File: src/rtl/matmul_stream_sequencer.sv
// Streaming front end for a 2x2 unsigned matrix multiply: loads eight elements
// serially, computes C = A x B with one shared multiplier over 8 cycles, returns packed C.
module matmul_stream_sequencer #(
   parameter int ELEM_W  = 2,
   parameter int MAX_VAL = 2,
   parameter int ACC_W   = 4
) (
   input  logic                 clk,
   input  logic                 reset,
   input  logic                 abort,
   input  logic                 in_valid,
   output logic                 in_ready,
   input  logic [ELEM_W-1:0]    in_data,
   output logic                 out_valid,
   input  logic                 out_ready,
   output logic [4*ACC_W-1:0]   out_data,
   output logic                 out_err,
   output logic                 busy
);

   // Handshakes: a beat moves on a rising edge where valid & ready are both high;
   // out_valid holds with stable data until out_ready; abort cancels any beat in its cycle.

   localparam int MW = ACC_W + 2 * ELEM_W;
   localparam logic [ELEM_W-1:0] MAX_E = ELEM_W'(MAX_VAL);

   typedef enum logic [1:0] {
      ST_LOAD    = 2'd0,
      ST_COMPUTE = 2'd1,
      ST_OUT     = 2'd2
   } state_t;

   state_t            state, next_state;
   logic [2:0]        cnt;
   logic [2:0]        step;
   logic              err;
   logic [ACC_W-1:0]  acc;
   logic [ACC_W-1:0]  c [4];
   logic [ELEM_W-1:0] elem [8];

   logic              in_xfer;
   logic              bad_elem;
   logic [ELEM_W-1:0] a_sel, b_sel;
   logic [MW-1:0]     mul_wide;
   logic [ACC_W-1:0]  prod;

   assign in_xfer  = in_valid & in_ready;
   assign bad_elem = in_data > MAX_E;

   // Element map: a11,a12,a21,a22,b11,b12,b21,b22 -> 0..7. R = s[2], C = s[1], k = s[0].
   assign a_sel    = elem[{1'b0, step[2], step[0]}];
   assign b_sel    = elem[{1'b1, step[0], step[1]}];
   assign mul_wide = MW'(a_sel) * MW'(b_sel);
   assign prod     = mul_wide[ACC_W-1:0];
   assign out_data = {c[3], c[2], c[1], c[0]};

   always_ff @(posedge clk or posedge reset) begin
      if (reset) state <= ST_LOAD;
      else       state <= next_state;
   end

   always_comb begin
      next_state = state;
      in_ready   = 1'b0;
      out_valid  = 1'b0;
      busy       = 1'b0;
      case (state)
         ST_LOAD: begin
            in_ready = 1'b1;
            busy     = (cnt != 3'd0);
            if (in_valid && cnt == 3'd7)
               next_state = (err || bad_elem) ? ST_OUT : ST_COMPUTE;
         end
         ST_COMPUTE: begin
            busy = 1'b1;
            if (step == 3'd7) next_state = ST_OUT;
         end
         ST_OUT: begin
            busy      = 1'b1;
            out_valid = 1'b1;
            if (out_ready) next_state = ST_LOAD;
         end
         default: next_state = ST_LOAD;
      endcase
      if (abort) next_state = ST_LOAD;
   end

   always_ff @(posedge clk or posedge reset) begin
      if (reset) begin
         cnt     <= 3'd0;
         step    <= 3'd0;
         err     <= 1'b0;
         acc     <= '0;
         out_err <= 1'b0;
         for (int i = 0; i < 4; i++) c[i] <= '0;
         for (int i = 0; i < 8; i++) elem[i] <= '0;
      end else if (abort) begin
         cnt     <= 3'd0;
         step    <= 3'd0;
         err     <= 1'b0;
         out_err <= 1'b0;
      end else begin
         case (state)
            ST_LOAD: begin
               if (in_xfer) begin
                  elem[cnt] <= in_data;
                  cnt       <= cnt + 3'd1;
                  if (bad_elem) err <= 1'b1;
                  if (cnt == 3'd7) begin
                     step <= 3'd0;
                     // Error path skips compute: result is zeroed and flagged.
                     if (err || bad_elem) begin
                        out_err <= 1'b1;
                        for (int i = 0; i < 4; i++) c[i] <= '0;
                     end else begin
                        out_err <= 1'b0;
                     end
                  end
               end
            end
            ST_COMPUTE: begin
               step <= step + 3'd1;
               if (!step[0]) acc <= prod;
               else          c[step[2:1]] <= acc + prod;
            end
            ST_OUT: begin
               if (out_ready) begin
                  cnt     <= 3'd0;
                  err     <= 1'b0;
                  out_err <= 1'b0;
               end
            end
            default: ;
         endcase
      end
   end

endmodule
File: config.mk
export PLATFORM = sky130hd
export DESIGN_NAME = matmul_stream_sequencer
export DESIGN_NICKNAME = d
export VERILOG_FILES = /design/src/rtl/matmul_stream_sequencer.sv
export SDC_FILE = /design/constraint.sdc
export NUM_CORES = 1
export LEC_CHECK = 0
export CORE_MARGIN = 2
export CORE_UTILIZATION = 57
export DETAILED_ROUTE_END_ITERATION = 16
export DONT_BUFFER_PORTS = 1
export GPL_TIMING_DRIVEN = 0
export PLACE_DENSITY = 0.78
export SYNTH_ARGS = -nofsm -noshare
export SYNTH_HDL_FRONTEND = slang
export SYNTH_SLANG_ARGS = --single-unit
export TNS_END_PERCENT = 50
File: constraint.sdc
create_clock -name clk -period 2.6 [get_ports clk]
set_clock_uncertainty 0.2 [all_clocks]
set_input_delay 0 -clock clk [delete_from_list [all_inputs] [get_ports clk]]
set_output_delay 0 -clock clk [all_outputs]
set_load 0.01 [all_outputs]
---- Word level (Yosys, flattened, before mapping) ----
Cells that the tools add are included.
word-level totals
  flip-flop bits (word level) ............. 46
  input bits .............................. 7
  output and inout bits ................... 20
  word-level logic and storage cells ...... 112
operators by class
  add/subtract/negate cells ............... 3
  multipliers ............................. 1
  $lt $le $gt $ge ......................... 7
  equal/unequal tests ..................... 14
  mux-type cells .......................... 44
  bitwise logic cells ..................... 7
  reduce and logical (&&, ||, !) cells .... 18
operators by type and width
  kind                                                         number
  two-way mux 16 bit                                           4
  bitwise mux 16 bit                                           2
  one-hot mux 16 bit (2 select lines)                          1
  two-way mux 2 bit                                            10
  two-way mux 3 bit                                            6
  inequality test 3 bit (second input constant)                6
  AND reduction 3 bit                                          5
  binary-select mux 2 bit (select 3 bit)                       2
  >= comparator 4 bit (second input constant)                  3
  one-hot mux 3 bit (2 select lines)                           2
  two-way mux 1 bit                                            10
  nonzero test 3 bit                                           3
  demux 4 bit (select 2 bit)                                   1
  inequality test 2 bit (second input constant)                4
  NOT 3 -> 4 bit                                               2
  AND reduction 4 bit                                          2
  adder 3 x 1 -> 3 bit (second input constant)                 2
  demux 2 bit (select 3 bit)                                   1
  equality test 3 bit (second input constant)                  2
  one-hot mux 1 bit (2 select lines)                           3
  one-hot mux 2 bit (3 select lines)                           1
  AND reduction 6 bit                                          1
  adder 4 bit                                                  1
  less-than comparator 4 x 1 -> 1 bit (second input constant)  1
  16 further kinds                                             19

---- Longest topological paths before layout ----
  depth after elaboration ................. 9
  mapped depth ............................ 9
  depth with buffers taken out ............ 8

---- Worst setup path before layout ----
OpenSTA, ideal clock, no wires.
  path kind ............................... flip-flop to flip-flop
  from .................................... reg step[1]
  to ...................................... reg c, in the netlist out_data[10]
  library setup time ...................... 0.121 ns
  arrival ................................. 2.529 ns
  data required time ...................... 2.279 ns
  path slack .............................. -0.250 ns
  stages on the path, launching flop included .. 10
  buffers on the path ..................... 1
  period minus slack after synthesis ...... 2.850 ns
  cells stage by stage .................... dfrtp_1 > clkbuf_1 > mux4_2 > and2_1 > ha_1 > ha_1 > ha_1 > xnor2_1 > nor3_4 > a22o_1
on the way
  cells in the longest elaborated chain, start to end .. 9
  elaborated cells between the ends (all ways) .. 15
  classes of those cells .................. 1 x add/sub; 1 x mul; 2 x order compare; 8 x mux; 2 x bitwise; 1 x reduce/logical
ends and longest elaborated chain
  item                                                   line  source
  start: declaration                                     35    logic [2:0] step;
  start signal: assignment                               122   step <= step + 3'd1;
  NOT 3 -> 4 bit (implied by the code)                   52    assign b_sel = elem[{1'b1, step[0], step[1]}];
  binary-select mux 2 bit (select 3 bit)                 52
  two-way mux 2 bit (implied by the code) (2 in series)  52
  multiplier 2 x 2 -> 4 bit                              53    assign mul_wide = MW'(a_sel) * MW'(b_sel);
  named net prod[2]                                      45    logic [ACC_W-1:0] prod;
  adder 4 bit                                            124   else c[step[2:1]] <= acc + prod;
  bitwise mux 16 bit                                     124
  two-way mux 16 bit                                     123   if (!step[0]) acc <= prod;
  one-hot mux 16 bit (2 select lines)                    103   case (state)
  end signal: indexed assignment                         124
  end: declaration                                       38    logic [ACC_W-1:0] c [4];
The timed path passes the listed nets, and every way through them passes these cells. The select of a mux whose other input is x is not followed.
A chain may end at the register's enable or synchronous reset.

---- Worst setup path after layout ----
  from .................................... reg step[0]
  to ...................................... reg c, in the netlist out_data[7]
on the way
  cells in the longest elaborated chain, start to end .. 9
  elaborated cells between the ends (all ways) .. 15
  classes of those cells .................. 1 x add/sub; 1 x mul; 1 x eq/ne; 9 x mux; 2 x bitwise; 1 x reduce/logical
ends and longest elaborated chain
  item                                                                           line
  NOT 2 -> 4 bit (implied by the code) / NOT 3 -> 4 bit (equally long branches)  51, 52
  binary-select mux 2 bit (select 3 bit) (on tied branches)                      51, 52
  two-way mux 2 bit (on tied branches) (2 in series)                             51, 52
  multiplier 2 x 2 -> 4 bit *                                                    53
  named net prod[2]                                                              45
  adder 4 bit *                                                                  124
  bitwise mux 16 bit *                                                           124
  two-way mux 16 bit *                                                           123
  one-hot mux 16 bit (2 select lines) *                                          103
Mark *: on every way through the listed nets, which the timed path passes. The rest lies on a longest branch. The select of a mux whose other input is x is not followed.

==> results.toml <==
[logic_synthesis]
synth.ff_latch_count = 46
netlist-cell-type-count = 47
syn_area_per_cell_um2 = 12.0
synth.top_cells.by_count = "46 x sky130_fd_sc_hd__dfrtp_1, 17 x sky130_fd_sc_hd__mux2_2, 17 x sky130_fd_sc_hd__nand2_1, 14 x sky130_fd_sc_hd__ha_1, 12 x sky130_fd_sc_hd__nor2_1"
post_synth_inst_count = 209
synth.yosys.seq_area_share = 0.460
dominant_register_cell_in_the_synthesized_netlist = "sky130_fd_sc_hd__dfrtp_1"
yosys-top-cells-area = "sky130_fd_sc_hd__dfrtp_1 46%, sky130_fd_sc_hd__mux2_2 7.7%, sky130_fd_sc_hd__ha_1 7.0%, sky130_fd_sc_hd__mux4_2 3.6%, sky130_fd_sc_hd__nand2_1 2.6%"
warning_count_from_the_yosys_run = 0
synth.top_cell.area_share = 0.460
yosys.cell_count.top_type = "sky130_fd_sc_hd__dfrtp_1"
synth_nets = 231
syn-cell-area_um2 = 2500
synth_top_cell_by_area = "sky130_fd_sc_hd__dfrtp_1"
synth-async-reset-ratio = 1.00
synth_edf_count = 0

[layout]
nNetsFinal = 253
diodes = 0
multiInputGateArea_um2 = 1380
register_area_um2 = 1150
final_layout_size_suffix_gt1_frac = 0.280
layout_area_overhead_pct = 16.9
number_of_filler_instances_in_the_final_layout = 325
number_of_standard_cells_in_the_final_layout_excluding_fillers = 284

[detailed_routing]
antenna_left = 0
route.detailed.vias_per_inst = 6.01
routed_wire_length_per_instance_um = 17.5
routed_wirelength_um = 4970
drc_errors = 0
drtIter0Drc = 58
dr_total_vias = 1708
drt_pre_antenna_iters = 4

[hold_path]
worst_hold_path.num_cells = 3
hold_class = "in -> reg"

[global_route]
grt_use_met1 = 0.272
pin_count_of_the_biggest_net_entering_global_routing = 28
global_routing_usage_summed_across_all_routing_layers = 0.230
antenna_violations_before_repair = 0
remaining_global_route_overflow = 0
grt_first_pass_wirelength_um = 8890
grt_most_used_layer = "met2"
groute.layer.met2.usage = 0.410
number_of_global_route_vias_before_repair = 1843
met3_usage = 0.0447

[sta]
setup_viol = 7
grt_setup_unrepaired = "true"
final_critical_path_setup_slack_ps = -66.3
max-slew-margin-rel = 0.451
top_achievable_clock_speed_mhz = 375
whs_ps = 20.9
fin_crit_ps = 2670
setup_tns_ps = -318
timing_max_transition_violations_final = 0
final_report_hold_violation_count = 0
worst-slew-pin-transition_ps = 821
timing.final.crit_share = 1.03

[job]
drv_cap = 0

[floorplanning]
number_of_placement_rows = 24
num_io_pins = 27
start_util = 0.582
die_area_um2 = 4930
core_area_um2 = 4290
die-height_um = 70.2
die_width_um = 70.2

[worst_setup_path]
worstSetupEndpointType = "flip-flop"
path_type_of_the_worst_setup_path = "reg -> reg"
worst_setup_path_endpoint = "out_data[7]"
setup.worst_path.start_class = "flip-flop"
crit_path_start = "step[0]"
worst_path_most_repeated_cell = "sky130_fd_sc_hd__ha_4"
rr_startpoint = "step[0]"
cp_data_arrival_time_ps = 2650
critical_path.cell_chain = "buf_6 > mux4_2 > and2_4 > ha_4 > ha_4 > ha_4 > a21oi_4 > xnor2_2 > a32o_1"
worst_ep_required_time_ps = 2580
r2r.worst_path.cells = 9
setup.reg_to_reg.worst_slack_ps = -70
max_stage_delay_ps = 510
cpMaxStageDelayCell = "sky130_fd_sc_hd__mux4_2"
cp_max_fo = 4
worstReg2RegEnd = "out_data[7]"

[status]
result_of_the_run = "complete, but fails checks"
violated_checks = "negative setup slack"

[clocking]
cts-root-buf = "sky130_fd_sc_hd__clkbuf_8"
cts.reportedPaths.clkPinSlew_ps = 80
cts.sinks = 46
number_of_cts_inserted_buffers = 5
cts_max_level = 2
cts.path.max_buffers = 2
insertion_delay_ps = 290
clock_tree_from_tritoncts = "built"

[power_and_ir_drop]
powerDensity_nw_per_um2 = 853
sum_of_internal_switching_and_leakage_power_mw = 2.49
ir_worst_vdd_v = 0.000612
power_leakage_nw = 1.33

[place]
place.gp.congestion = 0.802
numPlacedInstances = 262
port_buffers = 0
dp.final_hpwl_um = 3550
==> stage by stage <==
| stage | cell area (um2) | setup WS [ps] | util |
|---|---|---|---|
| 2_1_floorplan | 2550 | -65.7 | - |
| 3_3_place_gp | 2610 | -202 | 0.608 |
| 3_5_place_dp | 2630 | -240 | 0.613 |
| 4_1_cts | 2920 | -74.0 | 0.680 |
| 5_1_grt | 2920 | -144 | 0.681 |
| 6_report | 2920 | -66.3 | 0.681 |
==> layout make-up <==
class	instances	area share
buffer	7	0.0180
clock buffer	7	0.0295
clock inverter	1	0.00171
inverter	7	0.00899
multi-input combinational	149	0.473
sequential	46	0.394
tap	52	0.0223
timing repair buffer	15	0.0522
==> per-layer routing <==
metal	part of all wire	vias to the layer above	wire length, um
met5	0	-	0
met4	0.019	0	95
met3	0.028	8	140
met2	0.52	30	2590
met1	0.43	865	2140
li1	-	805	-
==> where the power goes <==
group | internal (mW) | switching [mW]
sequential | 0.880 | 0.149
combinational | 0.485 | 0.536
clock | 0.215 | 0.230
total | 1.58 | 0.915
==> state kept, by name, indices dropped and copies added, names as in the netlist <==
signal	cells
acc	4
cnt	3
elem	16
err	1
out_data	16
out_err	1
state	2
step	3
==> worst min path at each step <==
stage	startpoint	endpoint	slack, ps
3_3_place_gp	abort	cnt[1]	30
2_1_floorplan	abort	cnt[1]	1
6_report	in_valid	cnt[0]	20
4_1_cts	in_valid	cnt[0]	10
3_5_place_dp	reset	acc[3]	-290
5_1_grt	out_ready	cnt[0]	50
==> cell usage in the layout (no fill, tap or decap), types with 2 or more instances in the layout <==
master,Yosys,routed
sky130_fd_sc_hd__a21bo_2,2,2
sky130_fd_sc_hd__a21o_1,2,2
sky130_fd_sc_hd__a21oi_1,3,2
sky130_fd_sc_hd__a22o_1,5,5
sky130_fd_sc_hd__a32o_1,4,4
sky130_fd_sc_hd__and2_1,7,5
sky130_fd_sc_hd__and2_4,0,2
sky130_fd_sc_hd__buf_4,0,4
sky130_fd_sc_hd__buf_6,1,2
sky130_fd_sc_hd__clkbuf_1,4,4
sky130_fd_sc_hd__clkbuf_8,0,7
sky130_fd_sc_hd__dfrtp_1,46,46
sky130_fd_sc_hd__dlygate4sd3_1,0,9
sky130_fd_sc_hd__ha_1,14,9
sky130_fd_sc_hd__ha_4,0,4
sky130_fd_sc_hd__inv_1,7,6
sky130_fd_sc_hd__mux2_1,4,4
sky130_fd_sc_hd__mux2_2,17,17
sky130_fd_sc_hd__mux2i_1,4,4
sky130_fd_sc_hd__mux4_2,4,4
sky130_fd_sc_hd__nand2_1,17,17
sky130_fd_sc_hd__nand2b_1,4,4
sky130_fd_sc_hd__nand3_1,4,4
sky130_fd_sc_hd__nor2_1,12,12
sky130_fd_sc_hd__nor2b_1,4,4
sky130_fd_sc_hd__nor3_1,3,3
sky130_fd_sc_hd__nor3_2,2,2
sky130_fd_sc_hd__o21ai_0,2,2
sky130_fd_sc_hd__o21ai_2,3,3
sky130_fd_sc_hd__o21bai_1,2,2
sky130_fd_sc_hd__o2bb2ai_1,6,6
sky130_fd_sc_hd__o311ai_1,2,2
sky130_fd_sc_hd__or2_2,2,2
sky130_fd_sc_hd__or3_1,2,2
==> repair_timing <==
action,in CTS,in global routing
gates cloned,0,0
hold buffers,10,0
pin swaps,6,6
setup endpoints to repair,12,13
hold endpoints to repair,84,0
buffers inserted,4,0
gates resized for setup,9,1
==> worst max-delay path, delay by kind of cell (launching register included) <==
kind	cells	cell delay, ps
flops	1	380
xor+xnor	1	110
simple gates	1	180
buf+inv	1	130
compound gates	2	410
fa+ha+maj	3	650
mux	1	510
==> cells by family after synthesis <==
logic type               count (synthesis)  share of synthesized area
AND/OR/NAND/NOR                         63                      0.138
multiplexers                            29                      0.147
adder cells (fa/ha/maj)                 15                     0.0781
AO/OA/AOI/OAI                           39                      0.141
flip-flops                              46                      0.460
buffers and inverters                   14                     0.0250
XOR/XNOR                                 3                     0.0105
(Power assumes the default switching activity.)
